==> config.mk <==
export PLATFORM = sky130hd
export DESIGN_NAME = seg_scan_mux
export DESIGN_NICKNAME = d
export VERILOG_FILES = /design/src/rtl/seg_pkg.sv /design/src/rtl/seg_hex_decoder.sv /design/src/rtl/seg_scan_mux.sv
export SDC_FILE = /design/constraint.sdc
export NUM_CORES = 1
export LEC_CHECK = 0
export BUFFER_PORTS_ARGS = -buffer_cell sky130_fd_sc_hd__buf_2
export CAP_MARGIN = 20
export CELL_PAD_IN_SITES_DETAIL_PLACEMENT = 1
export CELL_PAD_IN_SITES_GLOBAL_PLACEMENT = 1
export CORE_AREA = 2 2 78 80
export CTS_CLUSTER_DIAMETER = 60
export DETAILED_ROUTE_END_ITERATION = 8
export DIE_AREA = 0 0 80 82
export GPL_ROUTABILITY_DRIVEN = 0
export PLACE_DENSITY_LB_ADDON = 0.1
export SLEW_MARGIN = 20
export SYNTH_ARGS = -nofsm -noshare
export SYNTH_HDL_FRONTEND = slang
export SYNTH_SLANG_ARGS = --single-unit
==> constraint.sdc <==
create_clock -name clk -period 4.6 [get_ports clk]
set_input_delay 0.46 -clock clk [delete_from_list [all_inputs] [get_ports clk]]
set_output_delay 0.46 -clock clk [all_outputs]
set_load 0.02 [all_outputs]
==> src/rtl/seg_pkg.sv <==
// ============================================================================
// Module   : seg_pkg
// Purpose  : Shared segment constants and hex-to-segment table for seg_scan_mux
// Revision : 1.0  initial release
// ============================================================================
`default_nettype none

package seg_pkg;

  typedef logic [6:0] seg7_t;  // {a,b,c,d,e,f,g}, active-high

  localparam int SEG_DP = 7;
  localparam int SEG_A  = 6;
  localparam int SEG_B  = 5;
  localparam int SEG_C  = 4;
  localparam int SEG_D  = 3;
  localparam int SEG_E  = 2;
  localparam int SEG_F  = 1;
  localparam int SEG_G  = 0;

  localparam logic [7:0] ALL_OFF = 8'h00;
  localparam logic [7:0] ALL_ON  = 8'hFF;

  // Entry 15 first so HEX_SEG[n] selects the glyph for nibble n
  localparam logic [15:0][6:0] HEX_SEG = {
    7'b1000111, 7'b1001111, 7'b0111101, 7'b1001110,
    7'b0011111, 7'b1110111, 7'b1111011, 7'b1111111,
    7'b1110000, 7'b1011111, 7'b1011011, 7'b0110011,
    7'b1111001, 7'b1101101, 7'b0110000, 7'b1111110
  };

  function automatic seg7_t hex_to_seg(input logic [3:0] nibble);
    return HEX_SEG[nibble];
  endfunction

endpackage

`default_nettype wire

==> src/rtl/seg_hex_decoder.sv <==
// ============================================================================
// Module   : seg_hex_decoder
// Purpose  : Combinational 4-bit nibble to active-high 7-segment decode
// Revision : 1.0  initial release
// ============================================================================
`default_nettype none

module seg_hex_decoder
  import seg_pkg::*;
(
  input  logic [3:0] nibble,
  output logic [6:0] segs
);

  always_comb begin
    segs = hex_to_seg(nibble);
  end

endmodule

`default_nettype wire

==> src/rtl/seg_scan_mux.sv <==
// ============================================================================
// Module   : seg_scan_mux
// Purpose  : Time-multiplexed 7-segment scanner with per-digit enable, PWM
//            dimming and frame snapshotting. Optional leading-zero blanking
//            when SEG_SCAN_LEADING_ZERO_BLANK_EN is defined.
// Revision : 1.0  initial release
// ============================================================================
`default_nettype none

module seg_scan_mux
  import seg_pkg::*;
#(
  parameter  int DIGITS     = 4,
  parameter  int PRESCALE_W = 17,
  parameter  int DIM_W      = 3,
  parameter  int ACTIVE_LOW = 1,
  localparam int CUR_W      = (DIGITS > 1) ? $clog2(DIGITS) : 1
) (
  input  logic                  clk,
  input  logic                  reset_n,
  input  logic [4*DIGITS-1:0]   digits_in,
  input  logic [DIGITS-1:0]     dp_in,
  input  logic [DIGITS-1:0]     digit_en,
  input  logic [DIM_W-1:0]      brightness,
  output logic [DIGITS-1:0]     an,
  output logic [7:0]            pattern,
  output logic [CUR_W-1:0]      cur_digit,
  output logic                  frame_tick
);

  localparam logic [CUR_W-1:0]  LAST_DIGIT = CUR_W'(DIGITS - 1);
  localparam logic              POL_LOW    = (ACTIVE_LOW != 0);
  localparam logic [DIGITS-1:0] AN_MASK    = {DIGITS{POL_LOW}};
  localparam logic [7:0]        PAT_MASK   = POL_LOW ? ALL_ON : ALL_OFF;

  logic [PRESCALE_W-1:0] prescaler_q, prescaler_d;
  logic [CUR_W-1:0]      cur_digit_q, cur_digit_d;
  logic                  frame_tick_q, frame_tick_d;
  logic                  first_q, first_d;
  logic [4*DIGITS-1:0]   shadow_dig_q, shadow_dig_d;
  logic [DIGITS-1:0]     shadow_dp_q, shadow_dp_d;
  logic [DIGITS-1:0]     shadow_en_q, shadow_en_d;
  logic [DIGITS-1:0]     an_q, an_d;
  logic [7:0]            pattern_q, pattern_d;

  logic                  slot_end;
  logic                  wrap;
  logic                  snap;
  logic                  pwm_on;
  logic                  blanked;
  logic                  dp_bit;
  logic                  lit;
  logic [3:0]            cur_nibble;
  logic [6:0]            dec_segs;
  logic [DIGITS-1:0]     lz_blank;
  logic [DIGITS-1:0]     an_act;
  logic [7:0]            pat_act;

  seg_hex_decoder u_dec (
    .nibble (cur_nibble),
    .segs   (dec_segs)
  );

`ifdef SEG_SCAN_LEADING_ZERO_BLANK_EN
  logic zero_run;

  // Walk down from the most significant digit; digit 0 is never blanked
  always_comb begin
    zero_run = 1'b1;
    lz_blank = '0;
    for (int i = DIGITS - 1; i >= 1; i--) begin
      zero_run    = zero_run & (shadow_dig_q[4*i +: 4] == 4'h0);
      lz_blank[i] = zero_run;
    end
  end
`else
  always_comb begin
    lz_blank = '0;
  end
`endif

  always_comb begin
    slot_end    = &prescaler_q;
    wrap        = slot_end && (cur_digit_q == LAST_DIGIT);
    prescaler_d = prescaler_q + PRESCALE_W'(1);

    cur_digit_d = cur_digit_q;
    if (slot_end) begin
      cur_digit_d = wrap ? '0 : cur_digit_q + CUR_W'(1);
    end

    frame_tick_d = wrap;
    first_d      = 1'b0;

    snap         = wrap | first_q;
    shadow_dig_d = snap ? digits_in : shadow_dig_q;
    shadow_dp_d  = snap ? dp_in     : shadow_dp_q;
    shadow_en_d  = snap ? digit_en  : shadow_en_q;

    cur_nibble = shadow_dig_q[{cur_digit_q, 2'b00} +: 4];
    pwm_on     = (prescaler_q[PRESCALE_W-1 -: DIM_W] <= brightness);
    blanked    = lz_blank[cur_digit_q];
    dp_bit     = shadow_dp_q[cur_digit_q];

    // slot_end term gives the break-before-make dead cycle at each digit change
    lit = pwm_on & shadow_en_q[cur_digit_q] & ~slot_end & (~blanked | dp_bit);

    an_act  = '0;
    pat_act = ALL_OFF;
    if (lit) begin
      an_act                = DIGITS'(1) << cur_digit_q;
      pat_act[SEG_DP]       = dp_bit;
      pat_act[SEG_A:SEG_G]  = blanked ? 7'b0000000 : dec_segs;
    end

    an_d      = an_act ^ AN_MASK;
    pattern_d = pat_act ^ PAT_MASK;
  end

  always_ff @(posedge clk) begin
    if (!reset_n) begin
      prescaler_q  <= '0;
      cur_digit_q  <= '0;
      frame_tick_q <= 1'b0;
      first_q      <= 1'b1;
      shadow_dig_q <= '0;
      shadow_dp_q  <= '0;
      shadow_en_q  <= '0;
      an_q         <= AN_MASK;
      pattern_q    <= PAT_MASK;
    end else begin
      prescaler_q  <= prescaler_d;
      cur_digit_q  <= cur_digit_d;
      frame_tick_q <= frame_tick_d;
      first_q      <= first_d;
      shadow_dig_q <= shadow_dig_d;
      shadow_dp_q  <= shadow_dp_d;
      shadow_en_q  <= shadow_en_d;
      an_q         <= an_d;
      pattern_q    <= pattern_d;
    end
  end

  assign an         = an_q;
  assign pattern    = pattern_q;
  assign cur_digit  = cur_digit_q;
  assign frame_tick = frame_tick_q;

endmodule

`default_nettype wire

**After elaboration in Yosys (flattened, before gate mapping)**

Memory sizes are Yosys's and may differ from the RTL's.
Cells that the tools add are included.

- Register bits after elaboration: 57
- ROM bits: 112
- Input bits: 29
- Output and inout bits: 15
- Word-level logic and storage cells: 41
- Memories kept: 1

- Add/subtract/negate cells: 2
- Magnitude comparators: 3
- Eq/ne operators: 1
- Shifts and indexed selects: 2
- Multiplexer cells: 12
- Bitwise operators: 9
- Reductions and logical operators: 2

Memories:

| name | depth | width | read ports | clocked after Yosys merged registers in | wr ports | line | source |
|---|---|---|---|---|---|---|---|
| (no name shown) | 16 | 7 | 1 | 0 | 0 | seg_pkg.sv:33 | `return HEX_SEG[nibble];` |

Operator list:

| operator | number |
|---|---|
| $add 17x1->17 const B | 1 |
| $reduce_and 17->1 | 1 |
| $shiftx 16x5->4 | 1 |
| $mux 7 | 2 |
| $mux 8 | 1 |
| $not 8->8 | 1 |
| $bmux 1 s2 | 3 |
| $lt 4x5->1 const B | 1 |
| $mux 1 | 4 |
| $mux 4 | 1 |
| $not 4->4 | 1 |
| $shl 1x2->4 const A | 1 |
| $and 1x1->1 | 3 |
| $le 3x3->1 | 1 |
| $lt 2x3->1 const B | 1 |
| $add 2x1->2 const B | 1 |
| $eq 2x2->1 const B | 1 |
| $mux 2 | 1 |
| $not 1->1 | 2 |
| $or 1x1->1 | 2 |
| $logic_and 1x1->1 | 1 |

**Longest topological paths before layout**

Gate-level depths: netlist of run 1.

- Word-level depth: 7
- Mapped depth: 10
- Depth with buffers taken out: 8

**Modules after synthesis**

Synthesis of run 1 repeated with hierarchy kept, for this count alone.

- Cells, all modules: 288
- Area, all modules: 2623.8 um^2

Modules (own cells, without submodules):

| module | instances | cells each | area each (um^2) | sequential area each (um^2) |
|---|---|---|---|---|
| seg_scan_mux | 1 | 255 | 2337.2 | 1141.1 |
| seg_hex_decoder | 1 | 33 | 286.5 | 0.0 |

**Worst setup path after synthesis of run 1**

OpenSTA, ideal clock, no wires.

- Path kind: register to register
- Start point: reg prescaler_q[0]
- End point: reg shadow_dig_q[10]
- Setup time: 0.071 ns
- Arrival: 2.297 ns
- Required time: 4.529 ns
- Setup slack: 2.233 ns
- Stages on the path, launching flop included: 11
- Path buffers: 2
- Period minus slack after synthesis: 2.367 ns
- Cells stage by stage: dfxtp_1 ha_1 nand4_1 nor3_1 and4_1 ha_1 clkbuf_1 a21o_1 clkbuf_1 nand2_1 a21oi_1

- Cells in the longest elaborated chain, start to end: 3

Ends and longest elaborated chain:

| element | line | source |
|---|---|---|
| from (decl) | seg_scan_mux.sv:36 | `logic [PRESCALE_W-1:0] prescaler_q, prescaler_d;` |
| from (signal assigned) | seg_scan_mux.sv:132 | `prescaler_q <= prescaler_d;` |
| $reduce_and 17->1 | seg_scan_mux.sv:83 | `slot_end = &prescaler_q;` |
| named net slot_end | seg_scan_mux.sv:46 | `logic slot_end;` |
| $logic_and 1x1->1 | seg_scan_mux.sv:84 | `wrap = slot_end && (cur_digit_q == LAST_DIGIT);` |
| $or 1x1->1 | seg_scan_mux.sv:95 | `snap = wrap \| first_q;` |
| to (signal assigned) | seg_scan_mux.sv:136 | `shadow_dig_q <= shadow_dig_d;` |
| to (decl) | seg_scan_mux.sv:40 | `logic [4*DIGITS-1:0] shadow_dig_q, shadow_dig_d;` |

The timed path passes the listed nets, and every way through them passes these cells.
A chain may end at the register's enable or synchronous reset.

**Worst setup path after layout of run 1**

- Start point: reg prescaler_q[0]
- End point: reg shadow_dig_q[11]

The elaborated chain is that of the path after synthesis.

==> flow_summary.yaml, run 1 <==
setup_path:
  slowest_stage: "a21o_1"
  path_max_fanout: 24
  worstRegToRegCells: 8
  cpLargestDelayFamily: "simple AND/OR/NAND/NOR gates"
  crit_required_ns: 4.86
  cp-start-kind: "flop"
  cp_cell_sequence: "ha_1 > nand4_1 > nor3_1 > and4_1 > ha_1 > a21o_1 > nand2_1 > a21oi_1"
  critPathBufInv: 0
  crit_arrival_ns: 3.07
  worst_path_most_repeated_cell: "ha_1"
  timing.rr.start: "prescaler_q[0]"
  r2r_end: "shadow_dig_q[11]"
  cp_slowest_stage_delay_ns: 0.63
  criticalPathCategory: "flop to flop"
  worstSetupEndpointType: "flop"
  crit_start: "prescaler_q[0]"
  r2r_slack_ns: 1.79
clock_tree:
  cts_htree_levels: 3
  cts_resized: 0
  hold_buffers: 0
  clock_latency_ns: 0.33
  cts_setup_buffers: 0
  cts_tree: "done"
  clkTransAtPathRegs_ns: 0.06
  ctsRootBufferMaster: "clkbuf_8"
  clkSinkCount: 57
  numCtsBuffers: 9
  clk_path_buf_depth: 2
final_layout:
  area_delta_synth_final_pct: 17.1
  seq_area_sq_um: 1140
  drive_above_1_share_pct: 20.8
  n_antenna_cell: 0
  num-fill-cells: 722
  final_util_pct: 51.5
  multiInputGateArea_sq_um: 1280
  nets: 372
  layout_commonest_cell: "nand2_1"
  final_cells: 406
  layout_common_cells: "nand2_1, dfxtp_1, buf_2, a21oi_1, nor2_1"
logic_synthesis:
  ys_warn_count: 0
  yosysTopAreaCell: "dfxtp_1"
  netlist_area_sq_um: 2530
  yosys_most_used_dff: "dfxtp_1"
  synthesis.nets: 328
  yosysTopAreaCellShare_pct: 45.1
  yosysSeqAreaShare_pct: 45.1
  synthDistinctLibCells: 39
  synth_edf_count: 0
  ys_seq_elements: 57
  syn_avg_cell_area_sq_um: 8.90
  synth_area_leaders: "dfxtp_1, nand2_1, ha_1, a21oi_1, mux2i_1"
  netlist_instances: 284
  async_flop_share_pct: 0
floorplan:
  fp.dieH_um: 82
  initial_utilization_pct: 44.0
  die_w_um: 80
  boundaryPins: 44
  core_area_sq_um: 5750
  row_count: 28
  die_area_sq_um: 6560
global_routing:
  grt_start_max_net_pins: 42
  grtUsageTotal_pct: 19.8
  grt_pass1_vias: 2023
  antenna_found_initial: 0
  grt_first_pass_wirelength_um: 9850
  overflow: 0
pwr:
  power_switching_share_pct: 24.0
  powerDensity_nw_per_um2: 340
  power_switching_mw: 0.242
  power_mw: 1.01
  p_int_mw: 0.765
  clockPowerShare_pct: 40.0
  p_leak_nw: 1.20
  seq_power_share_pct: 51.6
  power_frac_comb_pct: 8.4
  peakVddDrop_uv: 195
timing:
  tightest_slew_ns: 0.760
  fmax_mhz: 356
  hold_viol_final: 0
  slew_headroom_pct: 49.3
  setup_viol: 0
  skew_ns: 0.00604
  tns_ns: 0
  timing.final.crit_share_pct: 61.1
  fin_hold_ws_ns: 0.366
  slew_violations: 0
  post-route-min-period_ns: 2.81
  rsz0062_at_grt: "no"
run_status:
  status: "complete, no violations"
flow_run:
  maxCapViolations: 0
detailed_routing:
  drtIter0Drc: 89
  dr_total_vias: 2108
  drc_errors: 0
  totalWireLength_um: 5840
  routed_via_density: 5.19
  detail_route.first_pass.iterations: 4
  ant_nets: 0
  wl_per_cell_um: 14.4
placed_design:
  port_buffers: 43
  placedCellCount: 392
  place_hpwl_um: 4040
min_path:
  min_path_type: "input pin to flop"
  hold_depth: 3
  hold_start: "digits_in[0]"
  whs_endpoint: "shadow_dig_q[0]"
synthesized netlist by cell type, types with 2 or more instances:
library cell	number
nand2_1	61
xor2_1	4
and3_1	2
nor3_1	3
mux2_2	3
nand3_1	10
xnor2_1	9
dfxtp_1	57
or3_1	3
mux4_2	4
o211ai_1	3
mux2i_1	9
nor2_1	19
o221ai_1	2
a31oi_1	2
and2_1	3
clkbuf_1	9
o21ai_0	5
inv_1	11
a21oi_1	30
o311ai_0	2
buf_2	2
ha_1	15
final cells by class:
class                      count  share of cell area [%]
timing repair buffer          46                    8.03
multi-input combinational    201                    43.1
inverter                      13                    1.65
sequential                    57                    38.5
clock buffer                  14                    5.49
tap                           75                    3.17
cells by family (layout without fill, tap and decap cells):
kind of cell             Yosys count  after routing  synth area share [%]
AND/OR/NAND/NOR                  108            108                  18.9
buffers and inverters             26             73                  4.40
flip-flops                        57             57                  45.1
XOR/XNOR                          13             13                  4.50
multiplexers                      16             16                  8.46
AO/OA/AOI/OAI                     49             49                  11.2
adder cells (fa/ha/maj)           15             15                  7.42
flip-flops by register name (all words and copies together), names as in the netlist:
signal / flops
an: 4
cur_digit: 2
first_q: 1
frame_tick: 1
pattern: 8
prescaler_q: 17
shadow_dig_q: 16
shadow_dp_q: 4
shadow_en_q: 4
power by group through the flow:
stage / Sequential (mW) / Combinational (mW) / Clock, mW
global placement: 0.530 / 0.0820 / 0
CTS: 0.520 / 0.0855 / 0.417
global route: 0.523 / 0.0956 / 0.441
floorplan: 0.531 / 0.0522 / 0
detailed placement: 0.531 / 0.0845 / 0
finish: 0.520 / 0.0842 / 0.403
worst max path at each step:
stage	depth (start not counted)	slack, ns	endpoint
after detailed placement	8	1.74	shadow_dig_q[6]
final	8	1.79	shadow_dig_q[11]
after floorplan	10	2.23	shadow_dig_q[10]
after CTS	8	1.74	shadow_dig_q[11]
after global routing	8	1.49	shadow_dig_q[13]
after global placement	8	1.92	shadow_dig_q[11]
worst min-delay path: cells and delay by family:
kind                   cells  cell delay [ns]
AOI/OAI and AO/OA          1             0.05
and+or+nand+nor            1             0.04
buffers and inverters      1             0.10
metrics by stage:
step	setup WS, ns	instance area [sq um]
6_report	1.79	2960
4_1_cts	1.74	2960
5_1_grt	1.49	2960
2_1_floorplan	2.23	2530
3_3_place_gp	1.92	2800
3_5_place_dp	1.74	2800
routing by layer:
metal  wire (um)  vias up  GRT usage, %  share of wire [%]
met2        2690       48          30.2                 46
met3         241        9          5.71                4.1
li1            -     1052             -                  -
met4          74        0          7.63                1.3
met1        2830      999          26.5                 49
met5           0        -             0                  0
No activity file was read; power rests on OpenSTA's default activity.
==> run 2, diff against run 1 <==
Settings changed: CORE_AREA 2 2 78 80 to 2 2 86 88, DIE_AREA 0 0 80 82 to 0 0 88 90.
Clock period 4.6 ns to 2.5 ns, I/O delays scaled along.
==> run 2 against run 1 <==
Compared with the run above: combinational power up 91%; register-to-register slack worse by 1.5 ns; clock-buffer cell count down 4; power up 96%; first-iteration DRC count down 73%; cell area up 4.3%; sequential power up 84%; core utilization down 7.5 points; sequential cell count unchanged; clock skew up 0.0033 ns.
==> flow_summary.yaml, run 2 (synthesized netlist as in run 1, its figures left out) <==
clock_tree:
  numCtsBuffers: 9
  clk_path_buf_depth: 2
  ctsRootBufferMaster: "clkbuf_8"
  cts_htree_levels: 3
  cts_resized: 0
  hold_buffers: 0
  clkTransAtPathRegs_ns: 0.07
  clock_latency_ns: 0.33
  clkSinkCount: 57
  cts_setup_buffers: 0
  cts_tree: "done"
timing:
  hold_viol_final: 0
  tightest_slew_ns: 0.435
  slew_headroom_pct: 70.2
  rsz0062_at_grt: "no"
  skew_ns: 0.00936
  post-route-min-period_ns: 2.23
  tns_ns: 0
  fmax_mhz: 449
  slew_violations: 0
  fin_ws_ns: 0.271
  timing.final.crit_share_pct: 89.1
  setup_viol: 0
run_status:
  status: "complete, no violations"
final_layout:
  n_antenna_cell: 0
  multiInputGateArea_sq_um: 1280
  layout_common_cells: "nand2_1, dfxtp_1, buf_2, a21oi_1, nor2_1"
  num-fill-cells: 844
  largest_register_ffs: 17
  nets: 379
  layout_commonest_cell: "nand2_1"
  final_util_pct: 44.0
  drive_above_1_share_pct: 23.8
  regMostFlops: "prescaler_q"
  area_delta_synth_final_pct: 22.1
  seq_area_sq_um: 1140
  final_cell_area_sq_um: 3090
setup_path:
  cpLargestDelayFamily: "simple AND/OR/NAND/NOR gates"
  cp-start-kind: "flop"
  cp.depth: 9
  cp_cell_sequence: "ha_1 > nand4_1 > nor3_1 > and4_1 > ha_1 > a21o_1 > buf_12 > nand2_1 > a21oi_1"
  path_max_fanout: 24
  crit_required_ns: 2.76
  crit_arrival_ns: 2.49
  slowest_stage: "dfxtp_1"
  worstRegToRegCells: 9
  critPathBufInv: 1
  worst_path_most_repeated_cell: "ha_1"
  cp_slowest_stage_delay_ns: 0.39
  worstSetupEndpointType: "flop"
  criticalPathCategory: "flop to flop"
floorplan:
  boundaryPins: 44
  initial_utilization_pct: 36.0
  die_area_sq_um: 7920
  core_area_sq_um: 7020
  row_count: 31
  die_w_um: 88
  fp.dieH_um: 90
detailed_routing:
  routed_via_density: 4.79
  ant_nets: 0
  wl_per_cell_um: 13.6
  dr_total_vias: 2101
  totalWireLength_um: 5990
  detail_route.first_pass.iterations: 4
  drtIter0Drc: 24
  drc_errors: 0
global_routing:
  grt_pass1_vias: 2087
  use_met2_pct: 24.1
  use_met1_pct: 23.8
  use_met3_pct: 3.03
  grt_start_max_net_pins: 42
  grt_first_pass_wirelength_um: 10200
  grtUsageTotal_pct: 16.7
  grt-busiest-layer: "met2"
  antenna_found_initial: 0
  overflow: 0
placed_design:
  placed_area_sq_um: 2890
  place_hpwl_um: 4220
  dp_worst_setup_slack_ns: 0.282
  port_buffers: 43
pwr:
  powerDensity_nw_per_um2: 639
  power_mw: 1.97
  peakVddDrop_uv: 274
  p_leak_nw: 1.26
min_path:
  hold_depth: 3
  min_path_type: "input pin to flop"
flow_run:
  maxCapViolations: 0
==> run 2: cell types whose count changed in the layout (fill, tap and decap cells not counted), sizes merged <==
cell      before  now
buf           46   53
clkbuf        14   10
clkinv         1    5
bufinv         0    1
clkinvlp       0    1
==> run 2: layer usage <==
metal,vias to the layer above,wire [um]
met2,43,2710
li1,1066,-
met3,8,195
met5,-,0
met1,984,2990
met4,0,95
==> run 2: worst reg2reg max path, stage by stage, from the launching register on <==
cell and delay [ns]:
dfxtp_1 0.39, ha_1 0.25, nand4_1 0.16, nor3_1 0.26, and4_1 0.23, ha_1 0.29, a21o_1 0.20, buf_12 0.17
nand2_1 0.08, a21oi_1 0.15
==> run 2: worst paths after layout <==
kind,from,endpoint,slack [ns]
setup / recovery,prescaler_q[0],shadow_dp_q[2],0.27
hold / removal,digits_in[8],shadow_dig_q[8],0.15
setup reg to reg,prescaler_q[0],shadow_dp_q[2],0.27
hold reg to reg,shadow_en_q[3],shadow_en_q[3],0.45
==> run 2: cell type report <==
type	count	area share, %
inverter	13	1.58
tap	99	4.01
sequential	57	37.0
clock buffer	10	4.46
timing repair buffer	53	9.81
multi-input combinational	201	41.3
clock inverter	6	1.86
==> run 2: power breakdown <==
| group | total (mW) | switching (mW) | leakage [nW] | internal, mW |
|---|---|---|---|---|
| sequential | 0.956 | 0.0170 | 0.466 | 0.939 |
| combinational | 0.161 | 0.0913 | 0.690 | 0.0696 |
| clock | 0.856 | 0.376 | 0.102 | 0.480 |
| total | 1.97 | 0.484 | 1.26 | 1.49 |
==> run 2: metrics by stage <==
step                cells  hold slack (ns)
CTS                   439            0.133
global route          439            0.156
global placement      423            0.439
detailed placement    423            0.446
floorplan             284            0.372
finish                439            0.147
==> run 3, diff against run 2 <==
Settings changed: CORE_AREA 2 2 86 88 to 2 2 99 77, DIE_AREA 0 0 88 90 to 0 0 101 79, TNS_END_PERCENT set to 20.
==> run 3 against run 2 <==
Compared with the run above: combinational power decreased by 2%; fmax fell by 0.20%; clock-buffer cell count grew 2; global-route usage shrank 0.37 points; die area is 0.74% higher; clock power increased by 9.3%; register-to-register slack about the same; cell area shrank 0.28%; first-iteration DRC count grew to 3.1 times the previous value; hold slack improved by 0.0015 ns; critical path type unchanged; largest cell class unchanged.
==> flow_summary.yaml, run 3 (synthesized netlist as in run 1, its figures left out) <==
run_status:
  status: "complete, no violations"
placed_design:
  port_buffers: 43
  place_hpwl_um: 4130
global_routing:
  overflow: 0
  grt_pass1_vias: 1945
  grt_first_pass_wirelength_um: 9890
  antenna_found_initial: 0
  grtUsageTotal_pct: 16.3
  grt-busiest-layer: "met1"
  use_met3_pct: 4.84
  use_met1_pct: 23.8
  use_met2_pct: 21.7
  grt_start_max_net_pins: 42
detailed_routing:
  wl_per_cell_um: 13.8
  drc_errors: 0
  dr_total_vias: 2068
  detail_route.first_pass.iterations: 4
  totalWireLength_um: 5860
  ant_nets: 0
  drtIter0Drc: 74
  routed_via_density: 4.88
clock_tree:
  clock_latency_ns: 0.34
  ctsRootBufferMaster: "clkbuf_8"
  numCtsBuffers: 9
  cts_tree: "done"
  clkTransAtPathRegs_ns: 0.07
  cts_setup_buffers: 0
  clkSinkCount: 57
  hold_buffers: 0
  cts_htree_levels: 3
  cts_resized: 0
  clk_path_buf_depth: 2
timing:
  slew_violations: 0
  skew_ns: 0.00950
  timing.final.crit_share_pct: 89.3
  slew_headroom_pct: 65.3
  post-route-min-period_ns: 2.23
  fmax_mhz: 448
  setup_viol: 0
  rsz0062_at_grt: "no"
  hold_viol_final: 0
  tns_ns: 0
  tightest_slew_ns: 0.506
final_layout:
  nets: 377
  n_antenna_cell: 0
  layout_common_cells: "nand2_1, dfxtp_1, buf_2, a21oi_1, nor2_1"
  layout_commonest_cell: "nand2_1"
  regMostFlops: "prescaler_q"
  area_delta_synth_final_pct: 21.8
  drive_above_1_share_pct: 22.8
  largest_register_ffs: 17
setup_path:
  critPathBufInv: 1
  cp_slowest_stage_delay_ns: 0.39
  criticalPathCategory: "flop to flop"
  worst_path_most_repeated_cell: "ha_1"
  path_max_fanout: 24
  worstRegToRegCells: 9
  cp_cell_sequence: "ha_1 > nand4_1 > nor3_1 > and4_1 > ha_1 > a21o_1 > buf_12 > nand2_1 > a21oi_1"
  r2r_end: "shadow_dig_q[4]"
  cp-start-kind: "flop"
  slowest_stage: "dfxtp_1"
  cpLargestDelayFamily: "simple AND/OR/NAND/NOR gates"
  r2r_slack_ns: 0.27
  timing.rr.start: "prescaler_q[0]"
  crit_arrival_ns: 2.50
  crit_required_ns: 2.76
  worstSetupEndpointType: "flop"
pwr:
  powerDensity_nw_per_um2: 666
  p_leak_nw: 1.25
  power_mw: 2.05
  peakVddDrop_uv: 245
floorplan:
  initial_utilization_pct: 35.6
  core_area_sq_um: 7090
  boundaryPins: 44
  die_w_um: 101
  die_area_sq_um: 7980
  row_count: 27
  fp.dieH_um: 79
min_path:
  hold_depth: 3
  hold_start: "dp_in[2]"
  whs_endpoint: "shadow_dp_q[2]"
  min_path_type: "input pin to flop"
flow_run:
  maxCapViolations: 0
## run 3: cell count changes in the layout (fill, tap and decap cells not counted), sizes merged
| cell | change |
|---|---|
| clkinv | -3 |
| buf | -2 |
| clkbuf | +2 |
| bufinv | +1 |
| clkinvlp | -1 |
## run 3: cell type report
class,count,area [sq um]
repair buffers,51,288
inverters,13,48.8
clock inverters,3,65.1
flip-flops and latches,57,1140
clock buffers,12,145
fillers,855,4020
multi-input cells,201,1280
well taps,87,109
## run 3: worst max path at each step
stage              startpoint               end  slack (ns)  depth (start not counted)
4_1_cts        prescaler_q[0]  shadow_dig_q[15]        0.22                          9
2_1_floorplan  prescaler_q[0]  shadow_dig_q[10]        0.13                         10
3_5_place_dp   prescaler_q[0]  shadow_dig_q[15]        0.24                          9
3_3_place_gp   prescaler_q[0]   shadow_dig_q[0]        0.36                          9
6_report       prescaler_q[0]   shadow_dig_q[4]        0.27                          9
5_1_grt        prescaler_q[0]   shadow_dig_q[4]        0.04                          9
## run 3: worst min-delay path: stages
cell and delay, ns:
buf_2 0.09, nand2_1 0.04, a21oi_1 0.05
## run 3: through the flow
step           utilization (%)  area (sq um)  setup slack (ns)  cells  hold slack [ns]
2_1_floorplan                -          2530             0.133    284            0.372
3_5_place_dp              40.4          2870             0.241    409            0.444
6_report                  43.4          3080             0.267    424            0.149
3_3_place_gp              40.4          2870             0.359    409            0.438
4_1_cts                   43.4          3080             0.221    424            0.130
5_1_grt                   43.4          3080            0.0358    424            0.153
## run 3: routing by layer
| metal | up-vias | share of wire [%] |
|---|---|---|
| li1 | 1065 | - |
| met4 | 0 | 1.9 |
| met3 | 10 | 4.6 |
| met1 | 951 | 53 |
| met5 | - | 0 |
| met2 | 42 | 41 |
## run 3: where the power goes
group          total, mW  internal, mW  switching, mW
clock network      0.936         0.582          0.354
logic              0.157        0.0677         0.0897
registers          0.956         0.939         0.0167
